`config.mk`:
```
export PLATFORM = sky130hd
export DESIGN_NAME = bus_region_decoder
export DESIGN_NICKNAME = d
export VERILOG_FILES = /design/src/rtl/bus_region_decoder_pkg.sv /design/src/rtl/bus_region_decoder_region_match.sv /design/src/rtl/bus_region_decoder.sv
export SDC_FILE = /design/constraint.sdc
export NUM_CORES = 1
export LEC_CHECK = 0
export ABC_AREA = 1
export BUFFER_PORTS_ARGS = -buffer_cell sky130_fd_sc_hd__buf_4
export CAP_MARGIN = 20
export CORE_ASPECT_RATIO = 1.75
export CORE_MARGIN = 2
export CORE_UTILIZATION = 40
export CTS_BUF_LIST = sky130_fd_sc_hd__clkbuf_2 sky130_fd_sc_hd__clkbuf_4 sky130_fd_sc_hd__clkbuf_8
export DETAILED_ROUTE_END_ITERATION = 12
export MAX_ROUTING_LAYER = met4
export PLACE_DENSITY = 0.76
export SYNTH_ARGS = -nofsm -noshare
export SYNTH_HDL_FRONTEND = slang
export SYNTH_HIERARCHICAL = 1
export SYNTH_SLANG_ARGS = --single-unit
```
`constraint.sdc`:
```
create_clock -name clk -period 2.4 [get_ports clk]
set_input_delay 0.24 -clock clk [delete_from_list [all_inputs] [get_ports clk]]
set_output_delay 0.24 -clock clk [all_outputs]
set_load 0.01 [all_outputs]
```
`src/rtl/bus_region_decoder_pkg.sv`:
```
// bus_region_decoder_pkg: shared FSM encodings and default ROM/RAM map constants
package bus_region_decoder_pkg;

    typedef enum logic [1:0] {
        IDLE   = 2'd0,
        ACCESS = 2'd1,
        ERROR  = 2'd2
    } state_t;

    localparam int DEF_ADDR_W = 13;
    localparam int DEF_NREG   = 2;
    localparam int DEF_WAIT_W = 4;

    localparam logic [2*13-1:0] DEF_REG_LO = {13'h1800, 13'h0000};
    localparam logic [2*13-1:0] DEF_REG_HI = {13'h1FFF, 13'h17FF};
    localparam logic [2*4-1:0]  DEF_REG_WS = {4'd0, 4'd2};

endpackage

```
`src/rtl/bus_region_decoder_region_match.sv`:
```
// bus_region_decoder_region_match: combinational region bound compare with lowest-index priority
module bus_region_decoder_region_match #(
    parameter int                         ADDR_W = 13,
    parameter int                         NREG   = 2,
    parameter int                         WAIT_W = 4,
    parameter logic [NREG*ADDR_W-1:0]     REG_LO = '0,
    parameter logic [NREG*ADDR_W-1:0]     REG_HI = '0,
    parameter logic [NREG*WAIT_W-1:0]     REG_WS = '0
) (
    input  logic [ADDR_W-1:0] addr,
    input  logic [NREG-1:0]   region_en,
    output logic              hit,
    output logic [NREG-1:0]   onehot,
    output logic [WAIT_W-1:0] ws
);

    logic [NREG-1:0] hits;

    // Bounds are checked through the borrow bit of a widened subtraction so a zero
    // low bound does not degenerate into an always-true unsigned compare.
    for (genvar g = 0; g < NREG; g++) begin : g_cmp
        logic [ADDR_W:0] d_lo;
        logic [ADDR_W:0] d_hi;
        assign d_lo    = {1'b0, addr} - {1'b0, REG_LO[g*ADDR_W +: ADDR_W]};
        assign d_hi    = {1'b0, REG_HI[g*ADDR_W +: ADDR_W]} - {1'b0, addr};
        assign hits[g] = region_en[g] & ~d_lo[ADDR_W] & ~d_hi[ADDR_W];
    end

    assign hit = |hits;

    // Priority encode: scan from the top so the lowest matching index overwrites last
    always_comb begin
        onehot = '0;
        ws     = '0;
        for (int i = NREG - 1; i >= 0; i--) begin
            if (hits[i]) begin
                onehot = NREG'(1) << i;
                ws     = REG_WS[i*WAIT_W +: WAIT_W];
            end
        end
    end

endmodule

```
`src/rtl/bus_region_decoder.sv`:
```
// bus_region_decoder: registered address decoder and wait-state bus sequencer
module bus_region_decoder
    import bus_region_decoder_pkg::*;
#(
    parameter int                     ADDR_W = DEF_ADDR_W,
    parameter int                     NREG   = DEF_NREG,
    parameter int                     WAIT_W = DEF_WAIT_W,
    parameter logic [NREG*ADDR_W-1:0] REG_LO = DEF_REG_LO,
    parameter logic [NREG*ADDR_W-1:0] REG_HI = DEF_REG_HI,
    parameter logic [NREG*WAIT_W-1:0] REG_WS = DEF_REG_WS
) (
    input  logic              clk,
    input  logic              rst_n,
    input  logic              req,
    input  logic [ADDR_W-1:0] addr,
    input  logic              we,
    input  logic [NREG-1:0]   region_en,
    output logic [NREG-1:0]   sel,
    output logic [ADDR_W-1:0] sel_addr,
    output logic              sel_we,
    output logic              ack,
    output logic              err,
    output logic              busy
);

    state_t              state, state_nx;
    logic [WAIT_W-1:0]   cnt;
    logic                hit;
    logic [NREG-1:0]     onehot;
    logic [WAIT_W-1:0]   ws;
    logic                start;
    logic                waiting;

    bus_region_decoder_region_match #(
        .ADDR_W (ADDR_W),
        .NREG   (NREG),
        .WAIT_W (WAIT_W),
        .REG_LO (REG_LO),
        .REG_HI (REG_HI),
        .REG_WS (REG_WS)
    ) u_match (
        .addr      (addr),
        .region_en (region_en),
        .hit       (hit),
        .onehot    (onehot),
        .ws        (ws)
    );

    assign start   = (state == IDLE) && req;
    assign waiting = (state == ACCESS) && (cnt != '0);

    // State, wait counter and the captured transfer registers
    always_ff @(posedge clk or negedge rst_n) begin
        if (!rst_n) begin
            state    <= IDLE;
            cnt      <= '0;
            sel      <= '0;
            sel_addr <= '0;
            sel_we   <= 1'b0;
            err      <= 1'b0;
        end else begin
            state <= state_nx;
            err   <= start && !hit;
            sel   <= (start && hit) ? onehot : waiting ? sel : '0;
            cnt   <= start ? ws : waiting ? cnt - WAIT_W'(1) : cnt;
            if (start) begin
                sel_addr <= addr;
                sel_we   <= we;
            end
        end
    end

    // Next state plus the combinational ack and busy outputs
    always_comb begin
        state_nx = state;
        ack      = 1'b0;
        busy     = state != IDLE;
        case (state)
            IDLE:    state_nx = req ? (hit ? ACCESS : ERROR) : IDLE;
            ACCESS: begin
                ack      = cnt == '0;
                state_nx = (cnt == '0) ? IDLE : ACCESS;
            end
            ERROR:   state_nx = IDLE;
            default: state_nx = IDLE;
        endcase
    end

endmodule

```
==> results.md <==
* Seq/Total Area, Yosys at 0.542
* GRT Total Usage at 0.172
* Flip-flop and latch area at 576 sq um
* Most instantiated cells after synthesis: 65 x nand2_1, 23 x dfrtp_1, 14 x nand3_1, 7 x inv_1, 5 x buf_4
* Critical path's slowest cell: dfrtp_1
* Post-Syn Area at 1060 sq um
* Initial DRT Pass Iterations at 4
* Sequential share of power at 0.395
* Yosys reg bits at 23
* Post-place setup slack at 0.925 ns
* Cell count after synthesis at 132
* Die width at ~43 um
* Top FF cell, synth: dfrtp_1
* Status: finished clean
* Switching Share at 0.382
* F_max at 597 MHz
* Avg Vias per Cell at 4.91
* Number of global-route vias before repair at 995
* GP Congestion at slightly below 0.8
* Lkg Pwr at 0.813 nW
* Async S/R FF share, synth at 1.00
* Biggest cell delay along the critical path at 0.38 ns
* Synth unique cells at 17
* Crit path max fanout at 6
* Fin. Hold Viols at 0
* Deepest clock path buffer count at 2
* Worst reg2reg setup slack at 0.93 ns
* Highest routed metal layer: met4
* Setup TNS at 0 ns
* Crit path required time at 2.16 ns
* Clock skew at 0.00167 ns
* DP HPWL at 1800 um
* Sinks on Clock Net at 23
* Cts bufs inserted at 3
* Gate power share at 0.460
* Period utilization at 0.698
* RSZ-0062 raised after global routing: false
* DR WL met2 at ~1300 um
* Slew Limit Fails at 0
* First-pass GRT wire length at 4010 um
* Worst Hold Class: input port to flip-flop
* Worst-Skew Late Latency at 0.25 ns
* Fin util at 0.550
* NetSw at 0.000632 W
* VDD IR max at 0.692 mV
* Io pins at 38
* WL met3 at 75 um
* Number of remaining DRC errors at 0
* Layout net count at 190
* Die height at between 70 and 80 um
* Port Buffers at 37
* Area of the multi-input gates at 398 sq um
* Most common cell in the netlist: nand2_1
* MaxCap Viol Count at 0
* Starting density of the core at 0.421
* Power Internal at between 0.001 and 0.0015 W
* CTS tree: done
* Worst EP arrival at 1.44 ns
* Clock power frac at 0.145
* Diode count at 0
* Core box area at 2520 sq um
* Crit path cell chain: inv_1, ha_1, nand3_2, nor3_1, buf_4
* Avg Cell Area, Syn at between 8 and 9 sq um
* Detail Route Antenna Nets at 0
* Top post-synthesis cells by area: dfrtp_1 54%, nand2_1 23%, nand3_1 6.6%, buf_4 3.5%, inv_1 2.5%
* CTS Root Cell: clkbuf_8
* Syn. warnings at 6
* Routed vias at 958
* Largest net degree at the start of global routing at 24
* Final setup violation count at 0
* Layout cell share with drive strength beyond 1 at 0.290
* Final hold slack at 0.174 ns
* Syn-to-layout area delta at 30.6%
* Post_cts resized at 0
* 1st-iter DRT viols at 13
* Share of the synthesized area in the top cell type at 0.542
* Grt total ovfl at 0
* Initial antenna violation count at 0
* WL final at around 2300 um
* Filler cells at 239
* Row cnt at 24
* Post-synth EDFFs at 0
* Die area at about 3100 sq um
* Metal-1 WL at 841 um
* CTS clk-pin slew, worst paths at 0.07 ns
* Type of origin of the critical path: flip-flop
* Routed len/inst at between 10 and 15 um
* Area leader, netlist: dfrtp_1
* P per Cell Area at between 1000 and 1500 nW/um^2
* Period minus WS final at about 1.7 ns
* Final WS setup at roughly 0.72 ns
* Worst setup EP type: primary output
* Htree depth at 1
* Crit Path Category: flip-flop to primary output
through the flow:
stage	power [W]	cell area [sq um]	instances
2_1_floorplan	0.00110	1070	134
3_3_place_gp	0.00139	1330	190
3_5_place_dp	0.00143	1330	190
4_1_cts	0.00167	1390	195
5_1_grt	0.00179	1390	195
6_report	0.00165	1390	195
layout by cell type, fill, tap and decap left out, drive strengths merged:
cell type	instances
buf	38
clkbuf	4
conb	3
dfrtp	23
dlygate4sd3	1
ha	1
inv	10
nand2	66
nand3	16
nor2	4
nor3	1
o21ai	1
or2	1
power groups by stage:
stage	Clock (W)	Sequential, W	Combinational, W
global placement	0	0.000653	0.000741
finish	0.000240	0.000654	0.000760
global route	0.000263	0.000672	0.000852
CTS	0.000245	0.000652	0.000775
floorplan	0	0.000706	0.000399
detailed placement	0	0.000656	0.000771
logic make-up after synthesis:
| family | share of synthesized area |
|---|---|
| buf+inv | 0.0907 |
| flops | 0.542 |
| other cells | 0.00353 |
| fa+ha+maj | 0.0118 |
| simple gates | 0.347 |
| compound gates | 0.00471 |
timing repair:
action	in CTS	in global routing
hold endpoints to repair	23	0
buffers inserted	0	0
hold buffers	1	0
layer usage:
| metal | vias up | global-route usage |
|---|---|---|
| met5 | - | - |
| met2 | 22 | 0.316 |
| met3 | 4 | 0.0199 |
| li1 | 468 | - |
| met1 | 464 | 0.176 |
| met4 | 0 | 0.0808 |
path summary, 6_finish.rpt:
kind | end | from | cells after the start
max in group asynchronous | cnt[1] | rst_n | 2
max reg2reg | cnt[1] | state[1] | 7
max | ack | cnt[0] | 5
min in group asynchronous | sel_addr[6] | rst_n | 2
min reg2reg | sel_addr[5] | sel_addr[5] | 2
min | sel_addr[4] | addr[4] | 3
flip-flops by register name (all words and copies together) (netlist names):
| register | flops |
|---|---|
| cnt | 4 |
| err | 1 |
| sel | 2 |
| sel_addr | 13 |
| sel_we | 1 |
| state | 2 |
area by class of cell:
class / count / share of cell area
repair buffers: 39 / 0.213
multi-input cells: 93 / 0.287
well taps: 26 / 0.0234
inverters: 10 / 0.0271
clock buffers: 4 / 0.0352
flip-flops and latches: 23 / 0.415
critical path, delay by kind of cell, from the launching register on:
kind          cells  cell delay, ns
simple gates      2            0.31
fa+ha+maj         1            0.21
buf+inv           2            0.27
flops             1            0.38
No activity file was read; power rests on OpenSTA's default activity.
